## src/rtl/fetch_pkg.sv

```systemverilog
// Shared types and PC alignment helpers for the fetch PC unit.
package fetch_pkg;

    typedef enum logic [1:0] {
        PARK = 2'd0,
        REQ  = 2'd1,
        WAIT = 2'd2,
        HOLD = 2'd3
    } fetch_state_t;

    localparam int MAX_XLEN = 64;

    function automatic int align_bits(input int unsigned instr_bytes);
        return $clog2(instr_bytes);
    endfunction

    // Works on the widest supported PC; callers cast to their own XLEN.
    function automatic logic [MAX_XLEN-1:0] align_pc(input logic [MAX_XLEN-1:0] pc,
                                                     input int bits);
        logic [MAX_XLEN-1:0] mask;
        mask = (64'd1 << bits) - 64'd1;
        return pc & ~mask;
    endfunction

endpackage

```

## src/rtl/pc_next_sel.sv

```systemverilog
// Next-state / next-PC selection for the fetch FSM: redirect > increment > hold.
// Reset is applied by the registers in fetch_pc_unit, ahead of everything here.
module pc_next_sel
    import fetch_pkg::*;
#(
    parameter int XLEN        = 32,
    parameter int INSTR_BYTES = 4,
    parameter int ALIGN_BITS  = 2
) (
    input  fetch_state_t    state,
    input  logic [XLEN-1:0] pc,
    input  logic            drop,
    input  logic            we,
    input  logic            redirect_valid,
    input  logic [XLEN-1:0] redirect_pc,
    input  logic            req_ready,
    input  logic            rsp_valid,
    input  logic            instr_ready,
    output fetch_state_t    state_nxt,
    output logic [XLEN-1:0] pc_nxt,
    output logic            drop_nxt,
    output logic            capture
);

    logic [XLEN-1:0] target;
    logic [XLEN-1:0] pc_inc;
    fetch_state_t    resume;

    assign target = XLEN'(align_pc(64'(redirect_pc), ALIGN_BITS));
    assign pc_inc = pc + XLEN'(INSTR_BYTES);
    assign resume = we ? REQ : PARK;

    always_comb begin
        state_nxt = state;
        pc_nxt    = pc;
        drop_nxt  = drop;
        capture   = 1'b0;
        if (redirect_valid) begin
            pc_nxt = target;
        end
        case (state)
            PARK: begin
                if (!redirect_valid && we) begin
                    state_nxt = REQ;
                end
            end
            REQ: begin
                // Accepted together with a redirect: the response is already stale.
                if (req_ready) begin
                    state_nxt = WAIT;
                    drop_nxt  = redirect_valid;
                end
            end
            WAIT: begin
                if (rsp_valid) begin
                    if (drop || redirect_valid) begin
                        drop_nxt  = 1'b0;
                        state_nxt = resume;
                    end else begin
                        capture   = 1'b1;
                        state_nxt = HOLD;
                    end
                end else if (redirect_valid) begin
                    drop_nxt = 1'b1;
                end
            end
            HOLD: begin
                if (redirect_valid) begin
                    state_nxt = resume;
                end else if (instr_ready) begin
                    pc_nxt    = pc_inc;
                    state_nxt = resume;
                end
            end
            default: state_nxt = PARK;
        endcase
    end

endmodule

```

## src/rtl/fetch_pc_unit.sv

```systemverilog
// Architectural fetch PC with a single-outstanding memory request and a
// valid/ready instruction output towards decode.
//
// state | meaning
// PARK  | idle, no request; leaves when fetch is enabled
// REQ   | request to memory presented at pc_out
// WAIT  | request accepted, waiting for the response (may be marked for drop)
// HOLD  | instruction presented to decode
module fetch_pc_unit
    import fetch_pkg::*;
#(
    parameter int              XLEN         = 32,
    parameter logic [XLEN-1:0] RESET_VECTOR = '0,
    parameter int              INSTR_BYTES  = 4
) (
    input  logic            clk,
    input  logic            rst,
    input  logic            we,
    input  logic            redirect_valid,
    input  logic [XLEN-1:0] redirect_pc,
    output logic            req_valid,
    input  logic            req_ready,
    output logic [XLEN-1:0] req_addr,
    input  logic            rsp_valid,
    input  logic [XLEN-1:0] rsp_instr,
    output logic            instr_valid,
    input  logic            instr_ready,
    output logic [XLEN-1:0] instr,
    output logic [XLEN-1:0] instr_pc,
    output logic [XLEN-1:0] pc_out
);

    localparam int ALIGN_BITS = align_bits(INSTR_BYTES);

    fetch_state_t    state;
    fetch_state_t    state_nxt;
    logic [XLEN-1:0] pc;
    logic [XLEN-1:0] pc_nxt;
    logic            drop;
    logic            drop_nxt;
    logic            capture;

    pc_next_sel #(
        .XLEN        (XLEN),
        .INSTR_BYTES (INSTR_BYTES),
        .ALIGN_BITS  (ALIGN_BITS)
    ) u_pc_next_sel (
        .state          (state),
        .pc             (pc),
        .drop           (drop),
        .we             (we),
        .redirect_valid (redirect_valid),
        .redirect_pc    (redirect_pc),
        .req_ready      (req_ready),
        .rsp_valid      (rsp_valid),
        .instr_ready    (instr_ready),
        .state_nxt      (state_nxt),
        .pc_nxt         (pc_nxt),
        .drop_nxt       (drop_nxt),
        .capture        (capture)
    );

    // Handshake valids are decoded from the next state so they leave a flop.
    always_ff @(posedge clk or posedge rst) begin
        if (rst) begin
            state       <= PARK;
            pc          <= RESET_VECTOR;
            drop        <= 1'b0;
            req_valid   <= 1'b0;
            instr_valid <= 1'b0;
            instr       <= '0;
            instr_pc    <= '0;
        end else begin
            state       <= state_nxt;
            pc          <= pc_nxt;
            drop        <= drop_nxt;
            req_valid   <= (state_nxt == REQ);
            instr_valid <= (state_nxt == HOLD);
            if (capture) begin
                instr    <= rsp_instr;
                instr_pc <= pc;
            end
        end
    end

    assign pc_out   = pc;
    assign req_addr = pc;

    a_rsp_only_in_wait: assert property (@(posedge clk) disable iff (rst)
        rsp_valid |-> (state == WAIT));

endmodule

```

## config.mk

```make
export PLATFORM = sky130hd
export DESIGN_NAME = fetch_pc_unit
export DESIGN_NICKNAME = d
export VERILOG_FILES = /design/src/rtl/fetch_pkg.sv /design/src/rtl/pc_next_sel.sv /design/src/rtl/fetch_pc_unit.sv
export SDC_FILE = /design/constraint.sdc
export NUM_CORES = 1
export LEC_CHECK = 0
export ABC_CLOCK_PERIOD_IN_PS = 4200
export BUFFER_PORTS_ARGS = -buffer_cell sky130_fd_sc_hd__buf_2
export CAP_MARGIN = 20
export CORE_MARGIN = 2
export CORE_UTILIZATION = 30
export CTS_CLUSTER_SIZE = 30
export DETAILED_ROUTE_END_ITERATION = 10
export GPL_TIMING_DRIVEN = 0
export PLACE_DENSITY = 0.61
export SLEW_MARGIN = 0
export SYNTH_ARGS = -nofsm -noshare
export SYNTH_HDL_FRONTEND = slang
export SYNTH_SLANG_ARGS = --single-unit
export TNS_END_PERCENT = 20
```

## constraint.sdc

```tcl
create_clock -name clk -period 4.2 [get_ports clk]
set_clock_uncertainty 0.15 [all_clocks]
set_input_delay 0.63 -clock clk [delete_from_list [all_inputs] [get_ports clk]]
set_output_delay 0.63 -clock clk [all_outputs]
set_load 0.1 [all_outputs]
```

==> reports/qor.yml <==
p_int_w: 0.00216
diodes: 0
p_sw_frac: 0.569
seqPwrFrac: 0.277
wl_per_cell_um: 15.8
synth_edf_count: 0
power.leakage_nw: 3.18
vias: 4063
met1_usage: 0.203
synth_nets: 496
grt_usage: 0.155
path_max_fanout: 10
p_switching_w: 0.00285
top_usage_layer: "met2"
startpoint_type: "flop"
wirelength_um: 13400
ctsHtreeMaxLevel: 3
grt_pass1_wl_um: 20200
fmax_ghz: 0.345
tightest_slew_ns: 0.699
syn_inst: 420
power.share.clock: 0.167
drive_above_1_share: 0.503
cp.arrival_ns: 2.98
placedCellCount: 834
clock_latency_ns: 0.35
ys.flop_type: "dfrtp_1"
crit_required_ns: 4.28
place_ws_ns: 1.05
finalCriticalPeriod_ns: 2.90
clk_path_buf_depth: 2
antenna_found_initial: 0
hold_viol_final: 0
synthArstFlopShare: 1.00
fill_cells: 1601
die-area_mm2: 0.0171
grt_use_met2: 0.252
portBuffers: 197
vdd_ir_drop_max_uv: 371
drc_errors: 0
place.gp.congestion: 0.833
p_comb_frac: 0.556
cts-root-buf: "clkbuf_16"
rsz0062_at_grt: "no"
ctsResizeCount: 0
synth_seq_cells: 101
max-cap-violations: 0
via_per_inst: 4.78
final_cells: 850
fp.dieW_um: 131
reg2reg_depth: 6
grt_max_degree: 63
start_util: 0.305
yosysWarnings: 0
die_h_um: 131
multi_input_area_mm2: 0.00192
path_clk_slew_ns: 0.07
area_growth_pct: 32.8
power.density_mw_per_mm2: 783
cts_setup_buffers: 0
syn_area_mm2: 0.00482
cp-end-kind: "flop"
coreArea_mm2: 0.0158
synth_area_per_cell_um2: 11.5
status: "complete, no violations"
cpPeakStageDelay_ns: 0.60
drt-initial-drc-count: 184
seq_area_mm2: 0.00253
fin_nets: 705
finalSetupViolCount: 0
fin_crit_sh: 0.690
ys_types: 41
yosysSeqAreaShare: 0.525
hold_path_class: "in -> async"
slew_headroom: 0.534
cts-hold-fix-buffers: 0
setup_slack_ns: 1.30
ant_nets: 0
cts_tree: "built"
ios: 201
grt_use_met3: 0.0285
grt_overflow: 0
slowest_stage: "clkbuf_1"
crit_chain: "inv_1, ha_1, nor4bb_1, clkbuf_1, buf_2, mux2_2"
numCtsBuffers: 9
dr.pass1.iters: 4
dp_hpwl_um: 10100
grt_pass1_vias: 3936
clock-sinks: 101
slew_violations: 0
rows: 46
crit_type: "reg -> reg"
-- worst paths after layout --
check / startpoint / to / slack [ns]
worst max-delay path: state[0]$_DFF_PP0_ / instr_pc[1]$_DFFE_PP0P_ / 1.30
worst min-delay path: rst / instr[9]$_DFFE_PP0P_ / 0.18
worst max register to register: state[0]$_DFF_PP0_ / instr_pc[1]$_DFFE_PP0P_ / 1.30
worst min register to register: instr_pc[29]$_DFFE_PP0P_ / instr_pc[29]$_DFFE_PP0P_ / 0.35
max in group asynchronous: rst / instr_pc[22]$_DFFE_PP0P_ / 3.02
min in group clk: redirect_pc[3] / pc_out[3]$_DFF_PP0_ / 0.34
-- sequential cells by signal, indices dropped and copies added (netlist names) --
signal       flops
instr           32
instr_pc        32
state            2
drop             1
instr_valid      1
req_valid        1
pc_out          32
-- metrics by stage --
stage	power, W	area, um^2	setup TNS [ns]	hold slack (ns)	util
finish	0.00501	6400	0	0.182	0.406
global route	0.00520	6400	0	0.205	0.406
CTS	0.00506	6400	0	0.183	0.406
detailed placement	0.00420	6100	0	0.340	0.387
global placement	0.00416	6070	-42.62	0.333	0.385
floorplan	0.00375	4820	0	0.379	-
-- worst max-delay path: cells and delay by family, from the launching register on --
family | cells | cell delay (ns)
simple gates | 1 | 0.55
buf+inv | 3 | 1.09
fa+ha+maj | 1 | 0.20
flops | 1 | 0.42
mux | 1 | 0.37
-- power groups by stage --
stage | logic, W | clock network, W | registers [W]
5_1_grt | 0.00287 | 0.000909 | 0.00142
6_report | 0.00279 | 0.000838 | 0.00139
4_1_cts | 0.00280 | 0.000873 | 0.00139
3_5_place_dp | 0.00280 | 0 | 0.00141
3_3_place_gp | 0.00277 | 0 | 0.00139
2_1_floorplan | 0.000608 | 0 | 0.00315
-- final cells by class --
type | instances | area share
flip-flops and latches | 101 | 0.395
repair buffers | 198 | 0.158
multi-input cells | 256 | 0.299
plain buffers | 52 | 0.0518
inverters | 11 | 0.00685
clock buffers | 11 | 0.0364
clock inverters | 5 | 0.00959
well taps | 216 | 0.0423
-- cell families (layout without fill, tap and decap cells) --
kind of cell,count (synthesis),after routing,share of synthesized area
AOI/OAI and AO/OA,55,55,0.0743
xor gates and xnor gates,11,11,0.0200
adders and majority gates,5,5,0.0130
buffers and inverters,63,277,0.0774
DFF,101,101,0.525
muxes,66,66,0.154
and+or+nand+nor,119,119,0.137
-- placed cells by master, fill, tap and decap left out, types with 10 or more instances in the layout --
cell	n
buf_2	204
dfrtp_1	101
mux2_2	64
buf_4	32
nand2_1	27
nor2_1	24
a31oi_1	17
o21ai_0	15
clkbuf_1	14
o31ai_1	14
or4_1	13
nand3_1	10
-- cells in the mapped netlist (2+ instances only) --
| master | instances | area (um^2) |
|---|---|---|
| a21oi_1 | 2 | 10.0 |
| a31oi_1 | 17 | 106 |
| and2_1 | 5 | 31.3 |
| and4_1 | 7 | 61.3 |
| buf_2 | 7 | 35.0 |
| buf_4 | 32 | 240 |
| clkbuf_1 | 12 | 45.0 |
| dfrtp_1 | 101 | 2530 |
| ha_1 | 5 | 62.6 |
| inv_1 | 10 | 37.5 |
| mux2_2 | 64 | 721 |
| mux2i_1 | 2 | 20.0 |
| nand2_1 | 27 | 101 |
| nand3_1 | 10 | 50.1 |
| nand4_1 | 8 | 50.1 |
| nor2_1 | 24 | 90.1 |
| nor2b_1 | 4 | 25.0 |
| nor3_1 | 4 | 20.0 |
| nor4_1 | 7 | 43.8 |
| o21ai_0 | 15 | 75.1 |
| o31ai_1 | 14 | 105 |
| o41ai_1 | 2 | 17.5 |
| or3_1 | 2 | 12.5 |
| or4_1 | 13 | 97.6 |
| xnor2_1 | 8 | 70.1 |
| xor2_1 | 3 | 26.3 |
-- per-layer routing --
layer / share of wire / up-vias
met5: 0 / -
met4: 0.021 / 0
met3: 0.062 / 17
met2: 0.48 / 151
met1: 0.43 / 1984
li1: - / 1911
Power figures use the tool's default switching activity.
